[src/rtl/debounce_bank.sv]
// debounce_bank: multi-channel switch debouncer.
// One shared sample-tick prescaler drives an array of independent lanes. Each
// lane synchronises its raw input, qualifies level changes with a
// consecutive-disagreement counter, and emits press/release/auto-repeat strobes.

// ---------------------------------------------------------------------------
// debounce_lane: one channel. All outputs are registered.
// ---------------------------------------------------------------------------
module debounce_lane #(
  parameter int STABLE_COUNT = 20,
  parameter int REPEAT_DELAY = 0,
  parameter int REPEAT_RATE  = 100
) (
  input  logic clk_i,
  input  logic rst_i,
  input  logic tick_i,
  input  logic sw_i,
  output logic level_o,
  output logic press_o,
  output logic release_o,
  output logic rpt_o
);

  localparam int              SW        = $clog2(STABLE_COUNT + 1);
  localparam logic [SW-1:0]   STAB_LAST = SW'(STABLE_COUNT - 1);

  logic          s1_q, s2_q;
  logic [SW-1:0] stab_q, stab_d;
  logic          level_q, level_d;
  logic          press_q, press_d;
  logic          rel_q, rel_d;

  // Two-flop synchroniser; only s2_q is trusted downstream.
  always_ff @(posedge clk_i or posedge rst_i) begin
    if (rst_i) begin
      s1_q <= 1'b0;
      s2_q <= 1'b0;
    end else begin
      s1_q <= sw_i;
      s2_q <= s1_q;
    end
  end

  // Qualification: any agreeing tick restarts the count, so only an unbroken
  // run of STABLE_COUNT disagreeing ticks moves the level.
  always_comb begin
    stab_d  = stab_q;
    level_d = level_q;
    press_d = 1'b0;
    rel_d   = 1'b0;
    if (tick_i) begin
      if (s2_q == level_q) begin
        stab_d = '0;
      end else if (stab_q == STAB_LAST) begin
        stab_d  = '0;
        level_d = s2_q;
        press_d = s2_q;
        rel_d   = ~s2_q;
      end else begin
        stab_d = stab_q + 1'b1;
      end
    end
  end

  // Level, stability counter and edge strobes.
  always_ff @(posedge clk_i or posedge rst_i) begin
    if (rst_i) begin
      stab_q  <= '0;
      level_q <= 1'b0;
      press_q <= 1'b0;
      rel_q   <= 1'b0;
    end else begin
      stab_q  <= stab_d;
      level_q <= level_d;
      press_q <= press_d;
      rel_q   <= rel_d;
    end
  end

  assign level_o   = level_q;
  assign press_o   = press_q;
  assign release_o = rel_q;

  if (REPEAT_DELAY > 0) begin : g_rpt
    // hold_q counts held ticks up to REPEAT_DELAY and then parks there (never
    // wraps); from then on phase_q spaces the repeats REPEAT_RATE ticks apart.
    localparam int            HW        = $clog2(REPEAT_DELAY + 1);
    localparam int            RW        = $clog2(REPEAT_RATE + 1);
    localparam logic [HW-1:0] HOLD_LAST = HW'(REPEAT_DELAY - 1);
    localparam logic [HW-1:0] HOLD_MAX  = HW'(REPEAT_DELAY);
    localparam logic [RW-1:0] RATE_LAST = RW'(REPEAT_RATE - 1);

    logic [HW-1:0] hold_q, hold_d;
    logic [RW-1:0] phase_q, phase_d;
    logic          rpt_q, rpt_d;

    // Hold/phase next state. Cleared while released and on the release tick,
    // so press and rpt can never coincide and a re-press starts from zero.
    always_comb begin
      hold_d  = hold_q;
      phase_d = phase_q;
      rpt_d   = 1'b0;
      if (!level_q || rel_d) begin
        hold_d  = '0;
        phase_d = '0;
      end else if (tick_i) begin
        if (hold_q == HOLD_LAST) begin
          hold_d = HOLD_MAX;
          rpt_d  = 1'b1;
        end else if (hold_q != HOLD_MAX) begin
          hold_d = hold_q + 1'b1;
        end else if (phase_q == RATE_LAST) begin
          phase_d = '0;
          rpt_d   = 1'b1;
        end else begin
          phase_d = phase_q + 1'b1;
        end
      end
    end

    // Auto-repeat state and strobe register.
    always_ff @(posedge clk_i or posedge rst_i) begin
      if (rst_i) begin
        hold_q  <= '0;
        phase_q <= '0;
        rpt_q   <= 1'b0;
      end else begin
        hold_q  <= hold_d;
        phase_q <= phase_d;
        rpt_q   <= rpt_d;
      end
    end

    assign rpt_o = rpt_q;
  end else begin : g_no_rpt
    assign rpt_o = 1'b0;
  end

endmodule

// ---------------------------------------------------------------------------
// debounce_bank: shared prescaler plus CHANNELS lanes.
// ---------------------------------------------------------------------------
module debounce_bank #(
  parameter int CHANNELS     = 4,
  parameter int SAMPLE_DIV   = 10,
  parameter int STABLE_COUNT = 20,
  parameter int REPEAT_DELAY = 0,
  parameter int REPEAT_RATE  = 100
) (
  input  logic                clk_i,
  input  logic                rst_i,
  input  logic [CHANNELS-1:0] sw_in_i,
  output logic [CHANNELS-1:0] level_o,
  output logic [CHANNELS-1:0] press_o,
  output logic [CHANNELS-1:0] release_o,
  output logic [CHANNELS-1:0] rpt_o
);

  localparam int            DW       = $clog2(SAMPLE_DIV + 1);
  localparam logic [DW-1:0] DIV_LAST = DW'(SAMPLE_DIV - 1);

  logic [DW-1:0] div_cnt_q, div_cnt_d;
  logic          tick;

  // tick is high for the single clock in which the prescaler sits at its
  // last count; with SAMPLE_DIV=1 that is every clock.
  assign tick      = (div_cnt_q == DIV_LAST);
  assign div_cnt_d = tick ? '0 : div_cnt_q + 1'b1;

  // Free-running sample prescaler shared by all lanes.
  always_ff @(posedge clk_i or posedge rst_i) begin
    if (rst_i) div_cnt_q <= '0;
    else       div_cnt_q <= div_cnt_d;
  end

  for (genvar g = 0; g < CHANNELS; g++) begin : g_lane
    debounce_lane #(
      .STABLE_COUNT(STABLE_COUNT),
      .REPEAT_DELAY(REPEAT_DELAY),
      .REPEAT_RATE (REPEAT_RATE)
    ) u_lane (
      .clk_i    (clk_i),
      .rst_i    (rst_i),
      .tick_i   (tick),
      .sw_i     (sw_in_i[g]),
      .level_o  (level_o[g]),
      .press_o  (press_o[g]),
      .release_o(release_o[g]),
      .rpt_o    (rpt_o[g])
    );
  end

endmodule
[config.mk]
export PLATFORM = sky130hd
export DESIGN_NAME = debounce_bank
export DESIGN_NICKNAME = d
export VERILOG_FILES = /design/src/rtl/debounce_bank.sv
export SDC_FILE = /design/constraint.sdc
export NUM_CORES = 1
export LEC_CHECK = 0
export ABC_AREA = 1
export BUFFER_PORTS_ARGS = -buffer_cell sky130_fd_sc_hd__buf_2
export CAP_MARGIN = 40
export CORE_UTILIZATION = 58
export CTS_BUF_LIST = sky130_fd_sc_hd__clkbuf_16
export DETAILED_ROUTE_END_ITERATION = 10
export PLACE_DENSITY_LB_ADDON = 0.1
export SLEW_MARGIN = 15
export SYNTH_ARGS = -nofsm -noshare
export SYNTH_HDL_FRONTEND = slang
export SYNTH_SLANG_ARGS = --single-unit
[constraint.sdc]
create_clock -name clk_i -period 1.7 [get_ports clk_i]
set_input_delay 0.51 -clock clk_i [delete_from_list [all_inputs] [get_ports clk_i]]
set_output_delay 0.51 -clock clk_i [all_outputs]
set_load 0.01 [all_outputs]
# Word level (Yosys, flattened, before mapping)
# Index checks and enable logic that the tools add are counted.
# totals
register_bits,44
latchBits,0
ram_bits,0
mem_bits_ro,0
inputBits,6
out_inout_bits,16
word_cells,84
memories,0
# op_classes
addsub,5
multipliers,0
n_div,0
order_cmp,0
eq_ne,9
shift,0
mux,33
bitwise,8
reduce_logical,4
# op_table
operator,count
$mux W5,8
$mux W1,24
$add A5 B1 Y5 const B,4
$eq A5 B5 Y1 const B,4
$reduce_and A3 Y1,4
$not A1 Y1,8
$add A4 B1 Y4 const B,1
$eq A1 B1 Y1,4
$eq A4 B4 Y1 const B,1
$mux W4,1

# Depth between registers and ports, before layout
# Gate-level depths: netlist of the first run.
# depth
ltp_word,4
depth_mapped,8
mapped_depth_nobuf,7

# Modules after synthesis
# From an unflattened synthesis of the first run, not the netlist that was laid out.
# hier_totals
cells_unflattened,269
hier_area_um2,2222.1
# modules_own_cells
mod,instances,cells_each,area_per_inst_um2,seq_area_each_um2
debounce_lane,4,62,510.5,250.2
debounce_bank,1,21,180.2,100.1

# Worst setup path after synthesis of the first run
# Ideal clock, no wire load.
# synth_timing
kind,reg2reg
start,reg g_lane[3].u_lane.stab_q[0]
end,reg g_lane[3].u_lane.level_q
setup_time_ps,117
arrival_time_ps,1082
setup_slack_ps,501
path_stages_with_launch,7
synth_period_minus_slack_ps,1199
path_cell_list,dfrtp_1 > ha_1 > nand2_1 > nor2_1 > nand3_1 > nand2_1 > nand2_1
# synth_via
elab_chain_len,2
# synth_rtl
element,line_no,source
from (decl),28,"logic [SW-1:0] stab_q, stab_d;"
from (signal assigned),73,stab_q <= stab_d;
$eq A5 B5 Y1,54,end else if (stab_q == STAB_LAST) begin
$reduce_and A3 Y1 (no line),-,
to (signal assigned),74,level_q <= level_d;
to (decl),29,"logic level_q, level_d;"
# Every way passes these cells.
# A chain may end at the register's enable or synchronous reset.

# Final worst setup path of the first run
# layout_timing
start,reg g_lane[2].u_lane.level_q
end,out level_o[2]
# layout_rtl
element,line_no,source
from (decl),29,
from (signal assigned),74,
to (decl),154,"output logic [CHANNELS-1:0] level_o,"
# No word-level cell between the ends.

==> results of run 1 <==
==> worst min path at each step <==
stage                                     start                    endpoint  depth (start not counted)
final                                     rst_i  g_lane[1].u_lane.stab_q[2]                          3
after global routing                      rst_i  g_lane[2].u_lane.stab_q[0]                          3
after CTS                                 rst_i  g_lane[1].u_lane.stab_q[2]                          3
after detailed placement  g_lane[1].u_lane.s1_q       g_lane[1].u_lane.s2_q                          0
after global placement    g_lane[1].u_lane.s1_q       g_lane[1].u_lane.s2_q                          0
after floorplan           g_lane[0].u_lane.s1_q       g_lane[0].u_lane.s2_q                          0
==> stage by stage <==
stage | worst slack [ns] | power, mW | instances | instance area, µm² | utilization (%)
5_1_grt | 0.238 | 2.35 | 317 | 2420 | 65.7
3_5_place_dp | 0.382 | 1.22 | 309 | 2260 | 61.3
2_1_floorplan | 0.159 | 1.20 | 266 | 2270 | -
4_1_cts | 0.347 | 2.29 | 317 | 2420 | 65.7
6_report | 0.354 | 2.26 | 317 | 2420 | 65.7
3_3_place_gp | 0.435 | 1.22 | 309 | 2260 | 61.3
==> state kept, by name, indices dropped and copies added (netlist names) <==
| name | count |
|---|---|
| g_lane.u_lane.stab_q | 20 |
| div_cnt_q | 4 |
| g_lane.u_lane.level_o | 4 |
| g_lane.u_lane.press_o | 4 |
| g_lane.u_lane.release_o | 4 |
| g_lane.u_lane.s1_q | 4 |
| g_lane.u_lane.s2_q | 4 |
==> layout by cell type (no fill, tap or decap), drive strengths merged <==
cell / instances
o21ai: 8
a21oi: 3
xnor2: 1
dfrtp: 44
nor2: 22
clkinv: 2
inv: 31
nand3b: 1
bufinv: 1
conb: 4
nand3: 26
clkbuf: 5
nand2: 83
o21bai: 1
xor2: 4
buf: 18
nand4: 11
ha: 4
==> final cells by class <==
| cell class | count | area (µm²) |
|---|---|---|
| Multi-Input combinational cell | 168 | 877 |
| Timing Repair Buffer | 18 | 105 |
| Tap cell | 48 | 60.1 |
| Clock buffer | 5 | 125 |
| Sequential cell | 44 | 1100 |
| Inverter | 31 | 116 |
| Clock inverter | 3 | 38.8 |
| Fill cell | 300 | 1260 |
==> synth_stat cells <==
cell	n	area share [%]
sky130_fd_sc_hd__inv_2	4	0.66
sky130_fd_sc_hd__nand2_1	79	13
sky130_fd_sc_hd__a21oi_2	1	0.39
sky130_fd_sc_hd__nor2_8	2	1.8
sky130_fd_sc_hd__o21ai_2	2	0.77
sky130_fd_sc_hd__nand3_4	1	0.77
sky130_fd_sc_hd__buf_4	16	5.3
sky130_fd_sc_hd__ha_1	4	2.2
sky130_fd_sc_hd__nor2_4	2	1.0
sky130_fd_sc_hd__a21oi_1	2	0.44
sky130_fd_sc_hd__dfrtp_1	44	49
sky130_fd_sc_hd__nand3_1	24	5.3
sky130_fd_sc_hd__nor2_1	15	2.5
sky130_fd_sc_hd__conb_1	1	0.17
sky130_fd_sc_hd__nand4_2	1	0.55
sky130_fd_sc_hd__nand2_2	3	0.83
sky130_fd_sc_hd__buf_8	1	0.66
sky130_fd_sc_hd__nor2_2	3	0.83
sky130_fd_sc_hd__o21ai_0	2	0.44
sky130_fd_sc_hd__inv_1	27	4.5
sky130_fd_sc_hd__xor2_1	4	1.5
sky130_fd_sc_hd__nand3_2	1	0.44
sky130_fd_sc_hd__nand2_4	1	0.50
sky130_fd_sc_hd__buf_6	2	1.0
sky130_fd_sc_hd__xnor2_1	1	0.39
sky130_fd_sc_hd__buf_2	4	0.89
sky130_fd_sc_hd__o21ai_1	4	0.89
sky130_fd_sc_hd__o21bai_1	1	0.33
sky130_fd_sc_hd__nand4_1	10	2.8
sky130_fd_sc_hd__nand3b_1	1	0.33
==> routing by layer <==
layer	global-route usage [%]	vias up	share of wire, %
li1	-	819	-
met1	24.3	718	48
met2	30.7	28	47
met3	3.87	5	3.4
met4	7.78	0	1.3
met5	0	-	0
==> cell families (layout without fill, tap and decap cells) <==
family | Yosys count | count (layout) | share of synthesized area [%]
other | 1 | 4 | 0.166
flip-flops | 44 | 44 | 48.7
XOR/XNOR | 5 | 5 | 1.94
buffers and inverters | 54 | 57 | 13.0
adder cells (fa/ha/maj) | 4 | 4 | 2.21
AO/OA/AOI/OAI | 12 | 12 | 3.27
AND/OR/NAND/NOR | 143 | 143 | 30.7
==> power by group <==
group / switching, mW / leakage [nW] / internal, mW
clock network: 0.369 / 0.0850 / 0.684
registers: 0.0288 / 0.577 / 1.08
logic: 0.0621 / 0.647 / 0.0374
==> worst reg2reg max path, cell delays in order, from the launching register on <==
cell                      delay [ns]
sky130_fd_sc_hd__dfrtp_1        0.40
sky130_fd_sc_hd__ha_1           0.24
sky130_fd_sc_hd__nand2_1        0.09
sky130_fd_sc_hd__nor2_1         0.26
sky130_fd_sc_hd__nand3_1        0.11
sky130_fd_sc_hd__nand2_1        0.08
sky130_fd_sc_hd__nand2_1        0.04
==> run summary, run 1 <==
Remaining DRCs: 0
largest net degree at the start of global routing: 45
vias after detailed routing: 1570
grt total ovfl: 0
crit share post-route: 79.2%
Via density: 4.95
buffer type at the clock tree root: sky130_fd_sc_hd__clkbuf_16
drt initial violations: 78
number of port buffers: 17
Worst path max stage delay: 0.41 ns
worst hold path class: primary input to asynchronous set/reset pin
ratio of cells with drive above 1 in the final layout: 17.1%
total length of routed wires: 3350 µm
maximum operating frequency: 0.743 GHz
number of nets still failing antenna checks after routing: 0
RSZ-0062 raised after global routing: false
number of nets in the layout: 278
number of flip-flops and latches in the synthesized netlist: 44
Hold Vio Cnt, Final: 0
cts bufs inserted: 5
family with the most delay on the worst path: flip-flops
launch point of the critical path: g_lane[2].u_lane.level_o
number of cells produced by synthesis: 263
area of the core region: 3690 µm²
initial antenna violation count: 0
Skew-Pair Late Insertion Delay: 0.28 ns
Layout Area Growth over Synthesis: 7.19%
hold-fix buffer count after cts: 0
Setup Total Neg Slack: 0 ns
Die Footprint: 4150 µm²
Max Clock Skew: 0.00847 ns
CP required: 1.19 ns
Clock Path Buffers: 2
initial core utilization: 61.3%
max-capacitance violation count: 0
average wire length per cell after detail routing: 10.6 µm
startpoint-to-endpoint class of the critical path: flop to primary output
Post-CTS Setup Inserts: 0
CP Max Fanout: 4
buffers and inverters on the worst path: 1
number of diodes added for antenna fixing: 0
fin. max-slew vios: 0
Total GRT Usage: 18.8%
die width: 64.4 µm
Register-to-Register Setup Slack: 0.38 ns
Setup crit end: level_o[2]
worst reg-to-reg path cell count: 6
Crit path arrival time: 0.84 ns
post-synthesis instance area: 2260 µm²
Clock Sinks: 44
outcome: finished, final reports clean
clock-pin slew on the worst setup and hold paths: 0.06 ns
number of placement rows: 22
number of failing setup endpoints in the final timing report: 0
Yosys warning count: 0
die span in y: 64.4 µm
wire length of the first global-routing pass: 6050 µm
Gates resized, CTS repair: 0
hold slack: 0.252 ns
CTS tree: built
power density normalized to cell area: 931 nW/µm²
clock period minus final worst setup slack: 1.35 ns
maximum level of the CTS H-tree: 2
leakage power of the design: 1.31 nW
startpoint of the lowest-slack register-to-register path: g_lane[3].u_lane.stab_q[0]
cell at the slowest stage of the critical path: sky130_fd_sc_hd__dfrtp_1
instance count on the critical path: 1
ordered list of cells on the worst path: buf_2
last weighted congestion value of the routability-driven placer: 0.858
capturing point of the worst reg2reg path: g_lane[3].u_lane.level_o
Avg Cell Area, Syn: 8.60 µm²
sequential share of the synthesized area: 48.7%
Netlist cell types: 30
launching element type of the critical path: flop
count of boundary I/O pins: 22
post-detailed-placement half-perimeter wirelength: 2230 µm
Pre-Repair DR Iteration Count: 4
vias in the first global route: 1434
worst IR drop on VDD: 609 µV
critical path endpoint category: primary output
(Power assumes the default switching activity.)
==> run 2: changes to the inputs <==
==> constraint.sdc (replaced) <==
create_clock -name clk_i -period 1.39 [get_ports clk_i]
set_input_delay 0.417 -clock clk_i [delete_from_list [all_inputs] [get_ports clk_i]]
set_output_delay 0.417 -clock clk_i [all_outputs]
set_load 0.01 [all_outputs]
==> run 2 against run 1 <==
  * Sequential share of layout area is 0.14 points higher
  * Utilization shrank 0.20 points
  * Clock-buffer cell count stayed put
  * Clock skew down 0.0061 ns
  * Via count increased by 0.76%
  * Largest cell class unchanged
  * Largest power group unchanged
==> run summary, run 2 (synthesized netlist as in run 1, its figures left out) <==
largest net degree at the start of global routing: 45 (unchanged)
Clock power frac: 42.1% (-4.6 points)
part of the power in registers: 52.9% (+4.0 points)
startpoint of the lowest-slack register-to-register path: g_lane[2].u_lane.stab_q[0]
total area of multi-input combinational cells: 882 µm² (+0.57%)
buffer type at the clock tree root: sky130_fd_sc_hd__clkbuf_16
cell at the slowest stage of the critical path: sky130_fd_sc_hd__dfrtp_1
ordered list of cells on the worst path: ha_2 > nand2_1 > nor2_1 > nand3_1 > nand2_1 > nand2_1
worst hold path class: primary input to asynchronous set/reset pin
CP required: 1.56 ns (+0.37 ns)
P_int: 2.01 mW (+12%)
cts bufs inserted: 5 (unchanged)
grt total ovfl: 0 (unchanged)
Post-CTS Setup Inserts: 0 (unchanged)
Die Footprint: 4150 µm² (unchanged)
critical path endpoint category: flop
Clock Sinks: 44 (unchanged)
outcome: finished, final reports clean
worst path setup slack after routing: 0.130 ns (-0.225 ns)
NetSw: 547 µW (+19%)
max-capacitance violation count: 0 (unchanged)
number of failing setup endpoints in the final timing report: 0 (unchanged)
launching element type of the critical path: flop
drt initial violations: 75 (-3.8%)
total length of routed wires: 3490 µm (+4.1%)
Remaining DRCs: 0 (unchanged)
wire length of the first global-routing pass: 6010 µm (-0.69%)
number of placement rows: 22 (unchanged)
Pre-Repair DR Iteration Count: 4 (unchanged)
last weighted congestion value of the routability-driven placer: 0.792 (-7.7%)
vias after detailed routing: 1582 (+0.76%)
Register-to-Register Setup Slack: 0.13 ns (-0.25 ns)
Cell Count Post-Placement: 311 (+0.65%)
worst reg-to-reg path cell count: 6 (unchanged)
startpoint-to-endpoint class of the critical path: flop to flop
CTS tree: built
capturing point of the worst reg2reg path: g_lane[2].u_lane.level_o
Setup Total Neg Slack: 0 ns (unchanged)
die span in y: 64.4 µm (unchanged)
clock-pin slew on the worst setup and hold paths: 0.06 ns (about the same)
crit share post-route: 90.7%
count of boundary I/O pins: 22 (unchanged)
RSZ-0062 raised after global routing: false
leakage power of the design: 1.30 nW (-1.1%)
initial antenna violation count: 0 (unchanged)
number of nets still failing antenna checks after routing: 0 (unchanged)
Sw Share: 21.4% (+1.0 points)
most common cell after layout, fill and taps aside: sky130_fd_sc_hd__nand2_1
worst IR drop on VDD: 952 µV (+56%)
Clock Path Buffers: 2 (unchanged)
Power Total: 2.55 mW (+13%)
CP Max Fanout: 5 (+1)
die width: 64.4 µm (unchanged)
initial core utilization: 61.3% (unchanged)
Hold Vio Cnt, Final: 0 (unchanged)
hold slack: 0.174 ns (-0.0781 ns)
FF+latch area: 1100 µm² (unchanged)
number of port buffers: 17 (unchanged)
top library cells by usage in the layout, fill and taps aside: sky130_fd_sc_hd__nand2_1 (79), sky130_fd_sc_hd__dfrtp_1 (44), sky130_fd_sc_hd__inv_1 (26), sky130_fd_sc_hd__nand3_1 (24), sky130_fd_sc_hd__buf_2 (17)
Largest register FFs: 20 (unchanged)
setup slack at placement: 0.0904 ns (-0.292 ns)
post-detailed-placement half-perimeter wirelength: 2410 µm (+8.1%)
Crit path arrival time: 1.43 ns (+0.59 ns)
Layout Area Growth over Synthesis: 6.86%
final non-filler cell area: 2420 µm² (-0.31%)
Worst path max stage delay: 0.41 ns (about the same)
Max Clock Skew: 0.00239 ns (-0.00608 ns)
cell mode on critical path: sky130_fd_sc_hd__nand2_1
number of diodes added for antenna fixing: 0 (unchanged)
number of nets in the layout: 280 (+0.72%)
vias in the first global route: 1412 (-1.5%)
power density normalized to cell area: 1060 nW/µm² (+13%)
launch point of the critical path: g_lane[2].u_lane.stab_q[0]
area of the core region: 3690 µm² (unchanged)
clock period minus final worst setup slack: 1.26 ns
Largest Register: g_lane.u_lane.stab_q
number of standard cells in the layout, taps in and fillers out: 318 (+0.32%)
Skew-Pair Late Insertion Delay: 0.28 ns (about the same)
average wire length per cell after detail routing: 11.0 µm (+3.7%)
fin. max-slew vios: 0 (unchanged)
filler cell count: 330 (+10%)
Core Util, Final: 65.5% (-0.20 points)
maximum level of the CTS H-tree: 2 (unchanged)
Cell Area, Placed: 2280 µm² (+0.83%)
maximum operating frequency: 0.794 GHz
Combinational Power Share: 5.0% (+0.6 points)
hold-fix buffer count after cts: 0 (unchanged)
ratio of cells with drive above 1 in the final layout: 18.1% (+1.0 points)
Gates resized, CTS repair: 0 (unchanged)
Total GRT Usage: 19.3% (+0.49 points)
Via density: 4.97 (+0.45%)
-- run 2: layout make-up --
class,instances,area share (%)
inverter,31,4.97
timing repair buffer,20,4.97
sequential,44,45.6
tap,48,2.49
clock inverter,2,0.311
clock buffer,5,5.18
multi-input combinational,168,36.5
-- run 2: routing by layer --
metal | vias up | GRT usage [%] | share of wire [%]
met3 | 10 | 6.34 | 3.4
met4 | 0 | 8.61 | 2.5
met5 | - | 0 | 0
met2 | 24 | 30.1 | 47
met1 | 726 | 24.3 | 47
li1 | 822 | - | -
-- run 2: worst max-delay path by stage --
stage	slack [ns]	end	cells past startpoint
4_1_cts	0.05	g_lane[3].u_lane.level_o	6
3_3_place_gp	0.11	g_lane[2].u_lane.level_o	6
5_1_grt	0.001	g_lane[1].u_lane.level_o	7
3_5_place_dp	0.09	g_lane[3].u_lane.level_o	6
2_1_floorplan	0.19	g_lane[3].u_lane.level_o	6
6_report	0.13	g_lane[2].u_lane.level_o	6
-- run 2: critical path, delay by kind of cell (launching register included) --
family / cells / cell delay, ns
flip-flops: 1 / 0.41
adder cells (fa/ha/maj): 1 / 0.24
AND/OR/NAND/NOR: 5 / 0.50
-- run 2: power by group through the flow --
stage	clock [mW]	combinational, mW	sequential [mW]
global placement	0	0.128	1.37
floorplan	0	0.110	1.36
detailed placement	0	0.131	1.37
finish	1.07	0.128	1.35
global route	1.15	0.149	1.35
CTS	1.11	0.132	1.35
